### src/rtl/styler_pkg.sv
// Shared constants for the glyph styler: attribute bit positions, config map,
// ctrl bit positions and the compacted attribute bundle carried into stage 2.
package styler_pkg;

  localparam int ATTR_XMIRROR   = 0;
  localparam int ATTR_BOLD      = 1;
  localparam int ATTR_FAINT     = 2;
  localparam int ATTR_ITALIC    = 3;
  localparam int ATTR_BLINK     = 4;
  localparam int ATTR_INVERSE   = 5;
  localparam int ATTR_HIDDEN    = 6;
  localparam int ATTR_UNDERLINE = 7;
  localparam int ATTR_DBL_UNDER = 8;
  localparam int ATTR_DOTTED    = 9;
  localparam int ATTR_STRIKE    = 10;
  localparam int ATTR_OVERLINE  = 11;
  localparam int ATTR_CURSOR    = 12;

  localparam logic [1:0] CFG_CTRL   = 2'd0;
  localparam logic [1:0] CFG_CSTART = 2'd1;
  localparam logic [1:0] CFG_CEND   = 2'd2;
  localparam logic [1:0] CFG_FCLR   = 2'd3;

  localparam int CTRL_BLINK_EN     = 0;
  localparam int CTRL_LINE_EN      = 1;
  localparam int CTRL_CURSOR_EN    = 2;
  localparam int CTRL_CURSOR_BLINK = 3;
  localparam int CTRL_EXTRA_BOLD   = 4;
  localparam int CTRL_W            = 5;

  localparam logic [7:0] CTRL_RST = 8'h07;

  typedef struct packed {
    logic faint;
    logic blink;
    logic inverse;
    logic hidden;
    logic underline;
    logic dbl_under;
    logic dotted;
    logic strike;
    logic overline;
    logic cursor;
  } s2_attr_t;

  // Keep only the attribute bits that stage 2 still needs.
  function automatic s2_attr_t pick_s2_attr(input logic [15:0] a);
    s2_attr_t s;
    s.faint     = a[ATTR_FAINT];
    s.blink     = a[ATTR_BLINK];
    s.inverse   = a[ATTR_INVERSE];
    s.hidden    = a[ATTR_HIDDEN];
    s.underline = a[ATTR_UNDERLINE];
    s.dbl_under = a[ATTR_DBL_UNDER];
    s.dotted    = a[ATTR_DOTTED];
    s.strike    = a[ATTR_STRIKE];
    s.overline  = a[ATTR_OVERLINE];
    s.cursor    = a[ATTR_CURSOR];
    return s;
  endfunction

endpackage

### src/rtl/styler_phase_gen.sv
// Frame counter producing the faint, cursor and blink phases; a config clear
// takes priority over a frame tick in the same cycle.
module styler_phase_gen #(
  parameter int BLINK_SHIFT = 5
) (
  input  logic clk,
  input  logic rst_n,
  input  logic frame_tick,
  input  logic fclr,
  output logic faint_ph,
  output logic blink_ph,
  output logic cursor_ph
);

  logic [BLINK_SHIFT:0] fcnt_q, fcnt_d;

  // Next frame-count value.
  always_comb begin
    fcnt_d = fcnt_q;
    if (fclr) begin
      fcnt_d = '0;
    end else if (frame_tick) begin
      fcnt_d = fcnt_q + 1'b1;
    end else begin
      fcnt_d = fcnt_q;
    end
  end

  // Frame-count register.
  always_ff @(posedge clk) begin
    if (!rst_n) begin
      fcnt_q <= '0;
    end else begin
      fcnt_q <= fcnt_d;
    end
  end

  assign faint_ph  = fcnt_q[0];
  assign blink_ph  = fcnt_q[BLINK_SHIFT];
  assign cursor_ph = fcnt_q[BLINK_SHIFT-1];

endmodule

### src/rtl/glyph_styler_pipe.sv
// Two-stage glyph styler: stage 1 shapes the glyph (mirror/bold/italic),
// stage 2 applies phase-dependent effects, decoration lines and the cursor.
module glyph_styler_pipe
  import styler_pkg::*;
#(
  parameter int GLYPH_W     = 8,
  parameter int GLYPH_H     = 16,
  parameter int SL_W        = $clog2(GLYPH_H),
  parameter int BLINK_SHIFT = 5
) (
  input  logic               clk,
  input  logic               rst_n,
  input  logic               frame_tick,
  input  logic               cfg_we,
  input  logic [1:0]         cfg_addr,
  input  logic [7:0]         cfg_wdata,
  input  logic               in_valid,
  output logic               in_ready,
  input  logic [SL_W-1:0]    in_scanline,
  input  logic [GLYPH_W-1:0] in_bitmap,
  input  logic [15:0]        in_attr,
  output logic               out_valid,
  input  logic               out_ready,
  output logic [GLYPH_W-1:0] out_row,
  output logic [SL_W-1:0]    out_scanline
);

  function automatic logic [GLYPH_W-1:0] bit_rev(input logic [GLYPH_W-1:0] v);
    logic [GLYPH_W-1:0] o;
    for (int i = 0; i < GLYPH_W; i++) o[i] = v[GLYPH_W-1-i];
    return o;
  endfunction

  function automatic logic [GLYPH_W-1:0] alt_mask();
    logic [GLYPH_W-1:0] m;
    for (int i = 0; i < GLYPH_W; i++) m[i] = ((i % 2) == 0);
    return m;
  endfunction

  localparam logic [GLYPH_W-1:0] DOT_MASK  = alt_mask();
  localparam logic [SL_W-1:0]    SL_LAST   = SL_W'(GLYPH_H - 1);
  localparam logic [SL_W-1:0]    SL_DUL    = SL_W'(GLYPH_H - 3);
  localparam logic [SL_W-1:0]    SL_STRIKE = SL_W'(GLYPH_H / 2 - 1);
  localparam logic [SL_W-1:0]    SL_HALF   = SL_W'(GLYPH_H / 2);

  logic [CTRL_W-1:0]  ctrl_q, ctrl_d;
  logic [SL_W-1:0]    cstart_q, cstart_d, cend_q, cend_d;
  logic               fclr;
  logic               faint_ph, blink_ph, cursor_ph;

  logic               s1_v_q, s1_v_d, s2_v_q, s2_v_d;
  logic [GLYPH_W-1:0] s1_row_q, s1_row_d, s2_row_q, s2_row_d;
  logic [SL_W-1:0]    s1_sl_q, s1_sl_d, s2_sl_q, s2_sl_d;
  s2_attr_t           s1_attr_q, s1_attr_d;
  logic               s1_load, s2_load;

  logic unused_ok;
  assign unused_ok = ^{in_attr[15:13], cfg_wdata[7:5]};

  // Config register writes; address 3 only pulses the frame-counter clear.
  always_comb begin
    ctrl_d   = ctrl_q;
    cstart_d = cstart_q;
    cend_d   = cend_q;
    fclr     = 1'b0;
    if (cfg_we) begin
      case (cfg_addr)
        CFG_CTRL:   ctrl_d   = cfg_wdata[CTRL_W-1:0];
        CFG_CSTART: cstart_d = cfg_wdata[SL_W-1:0];
        CFG_CEND:   cend_d   = cfg_wdata[SL_W-1:0];
        CFG_FCLR:   fclr     = 1'b1;
        default:    fclr     = 1'b0;
      endcase
    end else begin
      fclr = 1'b0;
    end
  end

  styler_phase_gen #(.BLINK_SHIFT(BLINK_SHIFT)) u_phase (
    .clk       (clk),
    .rst_n     (rst_n),
    .frame_tick(frame_tick),
    .fclr      (fclr),
    .faint_ph  (faint_ph),
    .blink_ph  (blink_ph),
    .cursor_ph (cursor_ph)
  );

  // Handshake: in_ready is forced high while reset holds the pipe empty.
  assign s2_load  = ~s2_v_q | out_ready;
  assign s1_load  = ~s1_v_q | s2_load;
  assign in_ready = ~rst_n | ~s1_v_q | ~s2_v_q | out_ready;

  logic [GLYPH_W-1:0] mir_row, bold_row, xbold_row, ital_row;
  assign mir_row   = in_attr[ATTR_XMIRROR] ? bit_rev(in_bitmap) : in_bitmap;
  assign bold_row  = in_attr[ATTR_BOLD] ? (mir_row | (mir_row >> 1)) : mir_row;
  assign xbold_row = (in_attr[ATTR_BOLD] & ctrl_q[CTRL_EXTRA_BOLD]) ?
                     (bold_row | (bold_row >> 2)) : bold_row;
  assign ital_row  = (in_attr[ATTR_ITALIC] && (in_scanline < SL_HALF)) ?
                     (xbold_row >> 1) : xbold_row;

  // Stage 1 next state.
  always_comb begin
    s1_v_d    = s1_v_q;
    s1_row_d  = s1_row_q;
    s1_sl_d   = s1_sl_q;
    s1_attr_d = s1_attr_q;
    if (s1_load) begin
      s1_v_d    = in_valid;
      s1_row_d  = ital_row;
      s1_sl_d   = in_scanline;
      s1_attr_d = pick_s2_attr(in_attr);
    end else begin
      s1_v_d    = s1_v_q;
    end
  end

  logic               sl_ok, blink_hit, line_row, line_on, cursor_hit;
  logic [GLYPH_W-1:0] faint_row, blank_row, line_row_px, inv_row, cur_row, styled;

  assign sl_ok     = int'(s1_sl_q) < GLYPH_H;
  assign blink_hit = s1_attr_q.blink & ctrl_q[CTRL_BLINK_EN] & blink_ph;
  assign line_row  = ((s1_attr_q.underline | s1_attr_q.dbl_under) & (s1_sl_q == SL_LAST)) |
                     (s1_attr_q.dbl_under & (s1_sl_q == SL_DUL)) |
                     (s1_attr_q.strike & (s1_sl_q == SL_STRIKE)) |
                     (s1_attr_q.overline & (s1_sl_q == '0));
  assign line_on   = ctrl_q[CTRL_LINE_EN] & ~blink_hit & line_row;
  // An empty or inverted cursor window (start > end) never matches.
  assign cursor_hit = s1_attr_q.cursor & ctrl_q[CTRL_CURSOR_EN] &
                      (~ctrl_q[CTRL_CURSOR_BLINK] | cursor_ph) &
                      (cstart_q <= s1_sl_q) & (s1_sl_q <= cend_q) & sl_ok;

  assign faint_row   = (s1_attr_q.faint & faint_ph) ? (s1_row_q & DOT_MASK) : s1_row_q;
  assign blank_row   = (blink_hit | s1_attr_q.hidden) ? '0 : faint_row;
  assign line_row_px = line_on ? (blank_row | (s1_attr_q.dotted ? DOT_MASK : '1)) : blank_row;
  assign inv_row     = s1_attr_q.inverse ? ~line_row_px : line_row_px;
  assign cur_row     = cursor_hit ? ~inv_row : inv_row;
  assign styled      = sl_ok ? cur_row : '0;

  // Stage 2 next state; a bubble clears the output row.
  always_comb begin
    s2_v_d   = s2_v_q;
    s2_row_d = s2_row_q;
    s2_sl_d  = s2_sl_q;
    if (s2_load) begin
      s2_v_d   = s1_v_q;
      s2_row_d = s1_v_q ? styled : '0;
      s2_sl_d  = s1_v_q ? s1_sl_q : '0;
    end else begin
      s2_v_d   = s2_v_q;
    end
  end

  // Config and pipeline registers.
  always_ff @(posedge clk) begin
    if (!rst_n) begin
      ctrl_q    <= CTRL_RST[CTRL_W-1:0];
      cstart_q  <= SL_W'(GLYPH_H - 2);
      cend_q    <= SL_W'(GLYPH_H - 1);
      s1_v_q    <= 1'b0;
      s1_row_q  <= '0;
      s1_sl_q   <= '0;
      s1_attr_q <= '0;
      s2_v_q    <= 1'b0;
      s2_row_q  <= '0;
      s2_sl_q   <= '0;
    end else begin
      ctrl_q    <= ctrl_d;
      cstart_q  <= cstart_d;
      cend_q    <= cend_d;
      s1_v_q    <= s1_v_d;
      s1_row_q  <= s1_row_d;
      s1_sl_q   <= s1_sl_d;
      s1_attr_q <= s1_attr_d;
      s2_v_q    <= s2_v_d;
      s2_row_q  <= s2_row_d;
      s2_sl_q   <= s2_sl_d;
    end
  end

  assign out_valid    = s2_v_q;
  assign out_row      = s2_row_q;
  assign out_scanline = s2_sl_q;

endmodule

### config.mk
export PLATFORM = sky130hd
export DESIGN_NAME = glyph_styler_pipe
export DESIGN_NICKNAME = d
export VERILOG_FILES = /design/src/rtl/styler_pkg.sv /design/src/rtl/styler_phase_gen.sv /design/src/rtl/glyph_styler_pipe.sv
export SDC_FILE = /design/constraint.sdc
export NUM_CORES = 1
export LEC_CHECK = 0
export CAP_MARGIN = 20
export CORE_MARGIN = 1
export CORE_UTILIZATION = 35
export CTS_CLUSTER_DIAMETER = 80
export CTS_CLUSTER_SIZE = 8
export DETAILED_ROUTE_END_ITERATION = 10
export DONT_BUFFER_PORTS = 1
export SLEW_MARGIN = 20
export SYNTH_ARGS = -nofsm -noshare
export SYNTH_HDL_FRONTEND = slang
export SYNTH_SLANG_ARGS = --single-unit
export TNS_END_PERCENT = 20
### constraint.sdc
create_clock -name clk -period 2.8 [get_ports clk]
set_input_delay 0.7 -clock clk [delete_from_list [all_inputs] [get_ports clk]]
set_output_delay 0.7 -clock clk [all_outputs]
set_load 0.1 [all_outputs]
; ---- Yosys cells after proc, flatten, opt, wreduce, memory -nomap -nowiden
; Index checks and enable logic that the tools add are counted.
[totals]
regBits = 55
[classes]
reduce_logical = 7
n_bitwise = 35
muxes = 14
eq_ne = 6
n_addsub = 1
order_cmp = 3
[ops]
columns = operator, n
row1 = 8-bit two-way mux, 11
row2 = 8-bit inverter, 2
row3 = 1-bit AND, 14
row4 = 1-bit OR, 11
row5 = 4-bit == test (second input constant), 2
row6 = 4-bit less-or-equal comparator, 2
row7 = 8-bit by 6-bit OR with 8-bit output, 1
row8 = 8-bit by 7-bit OR with 8-bit output, 1
row9 = 8-bit OR, 1
row10 = 6-bit by 1-bit adder with 6-bit output (second input constant), 1
row11 = 2-bit AND reduction, 3
row12 = 1-bit inverter, 5
row13 = 2-bit == test (second input constant), 2
row14 = 4-bit by 3-bit == test with 1-bit output (second input constant), 1
row15 = 4-bit logical NOT, 1
row16 = 4-bit < comparator (second input constant), 1
row17 = 4-bit two-way mux, 1
row18 = 2-bit by 1-bit == test with 1-bit output (second input constant), 1
row19 = 2-bit logical NOT, 1
row20 = 1-bit two-way mux, 2
row21 = 2-bit OR reduction, 1
row22 = 1-bit logical AND, 1

; ---- Logic depth before layout (Yosys ltp)
; Gate-level depths: netlist of run 1.
[logic_depth]
ltp_word = 12
mapped_depth = 8
ltp_nobuf = 8

; ---- Modules after synthesis
; From an unflattened synthesis of run 1, not the netlist that was laid out.
[hier_totals]
cells_unflattened = 326
area_unflattened_um2 = 2747.6
[modules_own_cells]
columns = module, seq_area_each_um2, cells_each, area_each_um2, n_inst
row1 = glyph_styler_pipe, 980.9, 301, 2502.4, 1
row2 = styler_phase_gen, 120.1, 25, 245.2, 1

; ---- Worst setup path before layout of run 1
; No wires, ideal clock.
[synth_path]
path_kind = reg2out
start = register s2_v_q (netlist: out_valid)
end = output port in_ready
arrival_time_ns = 2.400
path_stages_with_launch = 7
setup_slack_ns = -0.300
required_time_ns = 2.100
path_cell_list = dfxtp_1 nor2b_1 clkbuf_1 and2_1 buf_2 buf_2 nand2_1
[synth_via]
elab_chain_len = 3
[synth_lines]
columns = element, line_no
row1 = "start, declared", glyph_styler_pipe.sv:51  ; logic s1_v_q, s1_v_d, s2_v_q, s2_v_d;
row2 = "start signal, assigned", glyph_styler_pipe.sv:175  ; s2_v_q <= s2_v_d;
row3 = 1-bit inverter, glyph_styler_pipe.sv:92  ; assign in_ready = ~rst_n | ~s1_v_q | ~s2_v_q | out_ready;
row4 = 1-bit OR (2 in a row), glyph_styler_pipe.sv:92
row5 = "end, declared", glyph_styler_pipe.sv:18  ; output logic in_ready,
; Every way passes these cells.

; ---- Worst setup path in the final report of run 1
[layout_path]
start = register s1_sl_q[1]
end = register s2_row_q[7] (netlist: out_row[7])
[layout_via]
elab_chain_len = 12
elab_cells_between_ends = 22
[layout_lines]
columns = element, line_no
row1 = "start, declared", glyph_styler_pipe.sv:53  ; logic [SL_W-1:0] s1_sl_q, s1_sl_d, s2_sl_q, s2_sl_d;
row2 = "start signal, assigned", glyph_styler_pipe.sv:173  ; s1_sl_q <= s1_sl_d;
row3 = 4-bit == test (on tied branches), "glyph_styler_pipe.sv:123, glyph_styler_pipe.sv:124"
row4 = 1-bit AND (on tied branches), "glyph_styler_pipe.sv:123, glyph_styler_pipe.sv:124"
row5 = 1-bit OR, glyph_styler_pipe.sv:123  ; assign line_row = ((s1_attr_q.underline | s1_attr_q.dbl_under) & (s1_sl_q == SL_LAST)) |
row6 = 1-bit OR, glyph_styler_pipe.sv:124  ; (s1_attr_q.dbl_under & (s1_sl_q == SL_DUL)) |
row7 = 1-bit OR, glyph_styler_pipe.sv:125  ; (s1_attr_q.strike & (s1_sl_q == SL_STRIKE)) |
row8 = 1-bit AND, glyph_styler_pipe.sv:127  ; assign line_on = ctrl_q[CTRL_LINE_EN] & ~blink_hit & line_row;
row9 = 8-bit two-way mux, glyph_styler_pipe.sv:135  ; assign line_row_px = line_on ? (blank_row | (s1_attr_q.dotted ? DOT_MASK : '1)) : blank_row;
row10 = 8-bit inverter, glyph_styler_pipe.sv:136  ; assign inv_row = s1_attr_q.inverse ? ~line_row_px : line_row_px;
row11 = 8-bit two-way mux, glyph_styler_pipe.sv:136
row12 = 8-bit inverter, glyph_styler_pipe.sv:137  ; assign cur_row = cursor_hit ? ~inv_row : inv_row;
row13 = 8-bit two-way mux *, glyph_styler_pipe.sv:137
row14 = 8-bit two-way mux *, glyph_styler_pipe.sv:147  ; s2_row_d = s1_v_q ? styled : '0;
row15 = "end signal, assigned", glyph_styler_pipe.sv:176  ; s2_row_q <= s2_row_d;
row16 = "end, declared", glyph_styler_pipe.sv:52  ; logic [GLYPH_W-1:0] s1_row_q, s1_row_d, s2_row_q, s2_row_d;
; Mark *: on every way between the ends. The rest lies on a longest branch, timed or not.
; A chain may end at the register's enable or synchronous reset.

==> flow_summary.ini, run 1 <==
[status]
outcome = finished, final reports clean

[grt]
grt_first_pass_wirelength_um = 9890
grt_remaining_overflow = 0
antenna_found_initial = 0
grt_max_degree = 45
track_usage_pct = 15.0
grt_pass1_vias = 2095

[cts]
cts_buffer_depth = 2
cts_setup_buffers = 0
cts_made_buffers = 5
ctsResizeCount = 0
insertion_delay_ns = 0.32
cts-root-buf = clkbuf_8
hold_buffers = 0
cts_tree = built
htree_levels = 2
cts_num_sinks = 55
clk_pin_slew_ns = 0.11

[floorplan]
die_w_um = 90.4
std_cell_rows = 31
ioPinCount = 58
die_h_um = 90.4
fp.dieArea_sq_um = 8180
coreArea_sq_um = 7410
initial_utilization_pct = 37.0

[place]
place.gp.congestion = 0.743
io_buffers = 0
dp_hpwl_um = 4390

[finish]
multi_input_area_sq_um = 1530
drive_above_1_share_pct = 9.76
seqCellArea_sq_um = 1100
area_growth_pct = 10.1
fin_nets = 390
fillCellCount = 765
antenna_cells = 0

[pwr]
p_leak_nw = 1.22
finalPower_mw = 1.56
ir_drop_mv = 0.206
cellPowerDensity_nw_per_um2 = 517

[routing]
route.vias.total = 2199
first_pass_iters = 4
routed_wl_um = 5910
routed_via_density = 5.03
first_iter_violations = 104
wire_per_inst_um = 13.5
ant_nets = 0
route.detailed.drc = 0

[critical_path]
critical_path.max_stage_delay_ns = 0.50
crit_slowest_cell = dfxtp_1
start_kind = flop
critPathRequiredTime_ns = 3.01
critPathCaptureType = flop
crit_path_max_fanout = 8
crit_chain = inv_1, ha_1, nor2b_1, o2111ai_1, o2111ai_4, xor2_4, xor2_1, o21ai_1
path_class = flop to flop
critPathArrivalTime_ns = 2.43

[sta]
tns_ns = 0
slew_viol_final = 0
period_share_pct = 79.5
finalSetupViolCount = 0
fin_skew_ns = 0.0110
timing.fmax_mhz = 449
maxSlewHeadroom_pct = 36.0
worst_slew_pin_slew_ns = 0.959
hold_violations = 0
rsz0062_at_grt = no
period_minus_slack_ns = 2.23
holdWs_ns = 0.460

[synth]
ys_seq_area_share_pct = 40.2
ys_ff_latch = 55
yosysMostFrequentCell = nand2_1
synth_area_per_cell_sq_um = 8.30
yosys-top-cells-count = nand2_1 (82), dfxtp_1 (55), a21boi_0 (23), a21oi_1 (23), mux2i_1 (13)
synth_area_leader_cell = dfxtp_1
synth_cells = 330
netlist.area_leader.share_pct = 40.2
synth_flop_cell = dfxtp_1
synthesis.area_sq_um = 2740
synth_edf_count = 0
yosysWarningCount = 0
synth_cell_type_count = 43
synth.area.top_cells = dfxtp_1 (40%), nand2_1 (11%), a21boi_0 (6.3%)
synth_nets = 383
async_reset_ff_share_pct = 0

[min_path]
min_path_type = input port to flop

[flow_run]
cap_violations = 0
==> registers in the layout, indices dropped and copies added (netlist names) <==
name / cells
s1_sl_q: 4
cstart_q: 4
s1_v_q: 1
u_phase.fcnt_q: 6
s1_attr_q: 10
cend_q: 4
s1_row_q: 8
out_valid: 1
out_scanline: 4
out_row: 8
ctrl_q: 5
==> logic make-up after synthesis <==
family	Yosys count	synth area share, %
flops	55	40.2
buf+inv	26	3.79
compound gates	86	20.9
fa+ha+maj	9	4.11
mux	14	5.16
xor+xnor	13	4.84
simple gates	127	20.9
==> stage by stage <==
stage	util (%)	instances	area [sq um]	setup slack (ns)
2_1_floorplan	-	330	2740	0.0192
3_3_place_gp	39.4	429	2920	0.594
3_5_place_dp	39.4	429	2920	0.554
4_1_cts	40.7	437	3010	0.538
5_1_grt	40.7	437	3010	0.377
6_report	40.7	437	3010	0.575
==> cells in the final DEF (no fill, tap or decap), types with 2 or more instances in the layout <==
cell type / Yosys / routed
a211oi_1: 8 / 8
a21boi_0: 23 / 23
a21oi_1: 23 / 23
a31oi_1: 4 / 4
and2_1: 3 / 3
buf_4: 0 / 16
clkbuf_8: 0 / 5
dfxtp_1: 55 / 54
ha_1: 9 / 9
inv_1: 9 / 9
mux2i_1: 13 / 13
nand2_1: 82 / 82
nand2b_1: 3 / 3
nand3_1: 12 / 12
nand3b_1: 2 / 2
nand4_1: 2 / 2
nor2_1: 9 / 9
nor2b_1: 8 / 8
o21a_1: 2 / 2
o21ai_0: 8 / 8
o21ai_1: 8 / 8
xnor2_1: 6 / 6
xor2_1: 6 / 6
==> worst max-delay path, delay by kind of cell (launching register included) <==
| family | cells | cell delay [ns] |
|---|---|---|
| and+or+nand+nor | 1 | 0.14 |
| adders and majority gates | 1 | 0.31 |
| xor gates and xnor gates | 2 | 0.56 |
| AOI/OAI and AO/OA | 3 | 0.52 |
| DFF | 1 | 0.50 |
| buffers and inverters | 1 | 0.08 |
==> cell type report <==
cell class	instances	share of cell area, %
clock buffers	5	2.28
multi-input cells	249	50.9
inverters	10	1.25
well taps	99	4.11
clock inverters	3	0.914
repair buffers	16	3.99
flip-flops and latches	55	36.6
==> power breakdown <==
group / internal (mW) / switching, mW
logic: 0.0905 / 0.142
registers: 0.821 / 0.0309
clock network: 0.186 / 0.286
total: 1.10 / 0.460
==> routing by layer <==
metal  track usage [%]  vias up  wire length, um
met5                 0        -                0
met4              5.24        0               87
met3              3.70        7              325
met2              25.4       50             2780
met1              18.3      991             2720
li1                  -     1151                -
==> worst paths after layout <==
| check | startpoint | to | slack, ns | depth (start not counted) |
|---|---|---|---|---|
| worst max-delay path | s1_sl_q[1] | out_row[7] | 0.57 | 8 |
| worst min-delay path | rst_n | ctrl_q[0] | 0.46 | 1 |
| worst max register to register | s1_sl_q[1] | out_row[7] | 0.57 | 8 |
| worst min register to register | s1_attr_q[4] | s1_attr_q[4] | 0.47 | 2 |
(Power assumes the default switching activity.)
==> run 2, diff against run 1 <==
--- a/config.mk
+++ b/config.mk
@@ -5,6 +5,7 @@
 export SDC_FILE = /design/constraint.sdc
 export NUM_CORES = 1
 export LEC_CHECK = 0
+export ABC_AREA = 1
 export CAP_MARGIN = 20
 export CORE_MARGIN = 1
 export CORE_UTILIZATION = 35
==> constraint.sdc (replaced) <==
create_clock -name clk -period 2.3 [get_ports clk]
set_input_delay 0.575 -clock clk [delete_from_list [all_inputs] [get_ports clk]]
set_output_delay 0.575 -clock clk [all_outputs]
set_load 0.1 [all_outputs]
==> flow_summary.ini, run 2 <==
[grt]
grt_remaining_overflow = 0
grt_first_pass_wirelength_um = 10900
grt_pass1_vias = 2408
grt_max_degree = 30
antenna_found_initial = 0
track_usage_pct = 16.1

[synth]
synth_cells = 430
synth_area_leader_cell = dfxtp_1
ys_seq_area_share_pct = 38.7
synth.area.top_cells = dfxtp_1 (39%), nand2_1 (18%), nand3_1 (6.5%)
netlist.area_leader.share_pct = 38.7
yosys-top-cells-count = nand2_1 (139), dfxtp_1 (55), inv_1 (49)
async_reset_ff_share_pct = 0
yosysMostFrequentCell = nand2_1
synth_area_per_cell_sq_um = 6.61
synth_edf_count = 0
synthesis.area_sq_um = 2840
synth_nets = 483
synth_flop_cell = dfxtp_1
yosysWarningCount = 0
synth_cell_type_count = 31
ys_ff_latch = 55

[floorplan]
coreArea_sq_um = 7810
die_w_um = 92.1
die_h_um = 92.1
ioPinCount = 58
initial_utilization_pct = 36.4
std_cell_rows = 32
fp.dieArea_sq_um = 8490

[critical_path]
critPathArrivalTime_ns = 2.17
path_class = flop to flop
critPathCaptureType = flop
crit_path_max_fanout = 6
critPathRequiredTime_ns = 2.53
start_kind = flop

[sta]
worst_slew_pin_slew_ns = 0.783
hold_violations = 0
tns_ns = 0
rsz0062_at_grt = no
timing.fmax_mhz = 516
maxSlewHeadroom_pct = 47.7
period_minus_slack_ns = 1.94
finalSetupViolCount = 0
fin_skew_ns = 0.00606
slew_viol_final = 0
holdWs_ns = 0.346
period_share_pct = 84.2

[flow_run]
cap_violations = 0

[place]
place.gp.congestion = 0.866
placed_area_sq_um = 3040
dp_hpwl_um = 4970
io_buffers = 0

[pwr]
ir_drop_mv = 0.343
p_leak_nw = 1.50
cellPowerDensity_nw_per_um2 = 616

[status]
outcome = finished, final reports clean

[routing]
first_pass_iters = 4
wire_per_inst_um = 11.8
route.detailed.drc = 0
ant_nets = 0
routed_via_density = 4.76
routed_wl_um = 6460
first_iter_violations = 136
route.vias.total = 2599

[cts]
cts_buffer_depth = 2
clk_pin_slew_ns = 0.10
hold_buffers = 0
htree_levels = 2
cts_setup_buffers = 0
cts_tree = built
cts_made_buffers = 5
ctsResizeCount = 0
cts_num_sinks = 55
insertion_delay_ns = 0.31
cts-root-buf = clkbuf_8

[finish]
regMostFlops = s1_attr_q
finalInstanceArea_sq_um = 3130
fillCellCount = 838
final_cell_mix = nand2_1 (139), dfxtp_1 (54), inv_1 (49)
fin_nets = 496
drive_above_1_share_pct = 8.56
largest_reg_flops = 10
antenna_cells = 0
layout_commonest_cell = nand2_1
area_growth_pct = 10.1

[min_path]
min_path_type = input port to flop
[run 2: routing by layer]
| layer | GRT usage (%) | vias up | routed length, um |
|---|---|---|---|
| met5 | 0 | - | 0 |
| met4 | 3.91 | 0 | 31 |
| met3 | 3.57 | 2 | 392 |
| met2 | 25.9 | 61 | 2850 |
| met1 | 21.7 | 1123 | 3180 |
| li1 | - | 1413 | - |
[run 2: cell families (layout without fill, tap and decap cells)]
family / after synthesis / after routing / synth area share, %
AO/OA/AOI/OAI: 78 / 78 / 15.0
multiplexers: 1 / 1 / 0.352
adder cells (fa/ha/maj): 9 / 9 / 3.96
AND/OR/NAND/NOR: 222 / 222 / 32.7
flip-flops: 55 / 55 / 38.7
buffers and inverters: 65 / 79 / 9.33
[run 2: worst max-delay path, cell delays in order (launching register included)]
cell and delay (ns):
dfxtp_1 0.46, inv_2 0.10, ha_1 0.28, nand2_1 0.06, inv_1 0.04, nand2_1 0.05, nand2_1 0.04, nand2_1 0.11
nand3_2 0.13, nand2_1 0.17, nand2_1 0.13, nand2_1 0.08, nand3_1 0.07, a21oi_1 0.13
[run 2: final cells by class]
| cell class | count | area (sq um) | share of cell area, % |
|---|---|---|---|
| clock buffer | 5 | 68.8 | 2.20 |
| multi-input combinational | 310 | 1480 | 47.2 |
| timing repair buffer | 18 | 135 | 4.32 |
| inverter | 53 | 199 | 6.35 |
| sequential | 55 | 1100 | 35.2 |
| tap | 102 | 128 | 4.08 |
| clock inverter | 3 | 20.0 | 0.639 |
[run 2: path summary, 6_finish.rpt]
check | from | end | slack, ns | depth (start not counted)
setup / recovery | s1_sl_q[2] | out_row[3] | 0.36 | 13
hold / removal | rst_n | ctrl_q[0] | 0.35 | 1
setup reg to reg | s1_sl_q[2] | out_row[3] | 0.36 | 13
hold reg to reg | s1_attr_q[4] | s1_attr_q[4] | 0.46 | 2
[run 2: stage by stage]
stage	std cells	utilization [%]	setup slack (ns)	power [mW]
floorplan	430	-	0.00400	1.35
global placement	538	39.0	0.444	1.41
detailed placement	538	39.0	0.373	1.42
CTS	546	40.1	0.334	1.95
global route	546	40.1	0.0908	2.05
finish	546	40.1	0.362	1.93
[run 2: power by group]
part	leakage [nW]	total, mW	internal [mW]	switching, mW
Clock	0.0402	0.536	0.213	0.323
Combinational	1.00	0.356	0.113	0.243
Sequential	0.453	1.04	1.00	0.0322
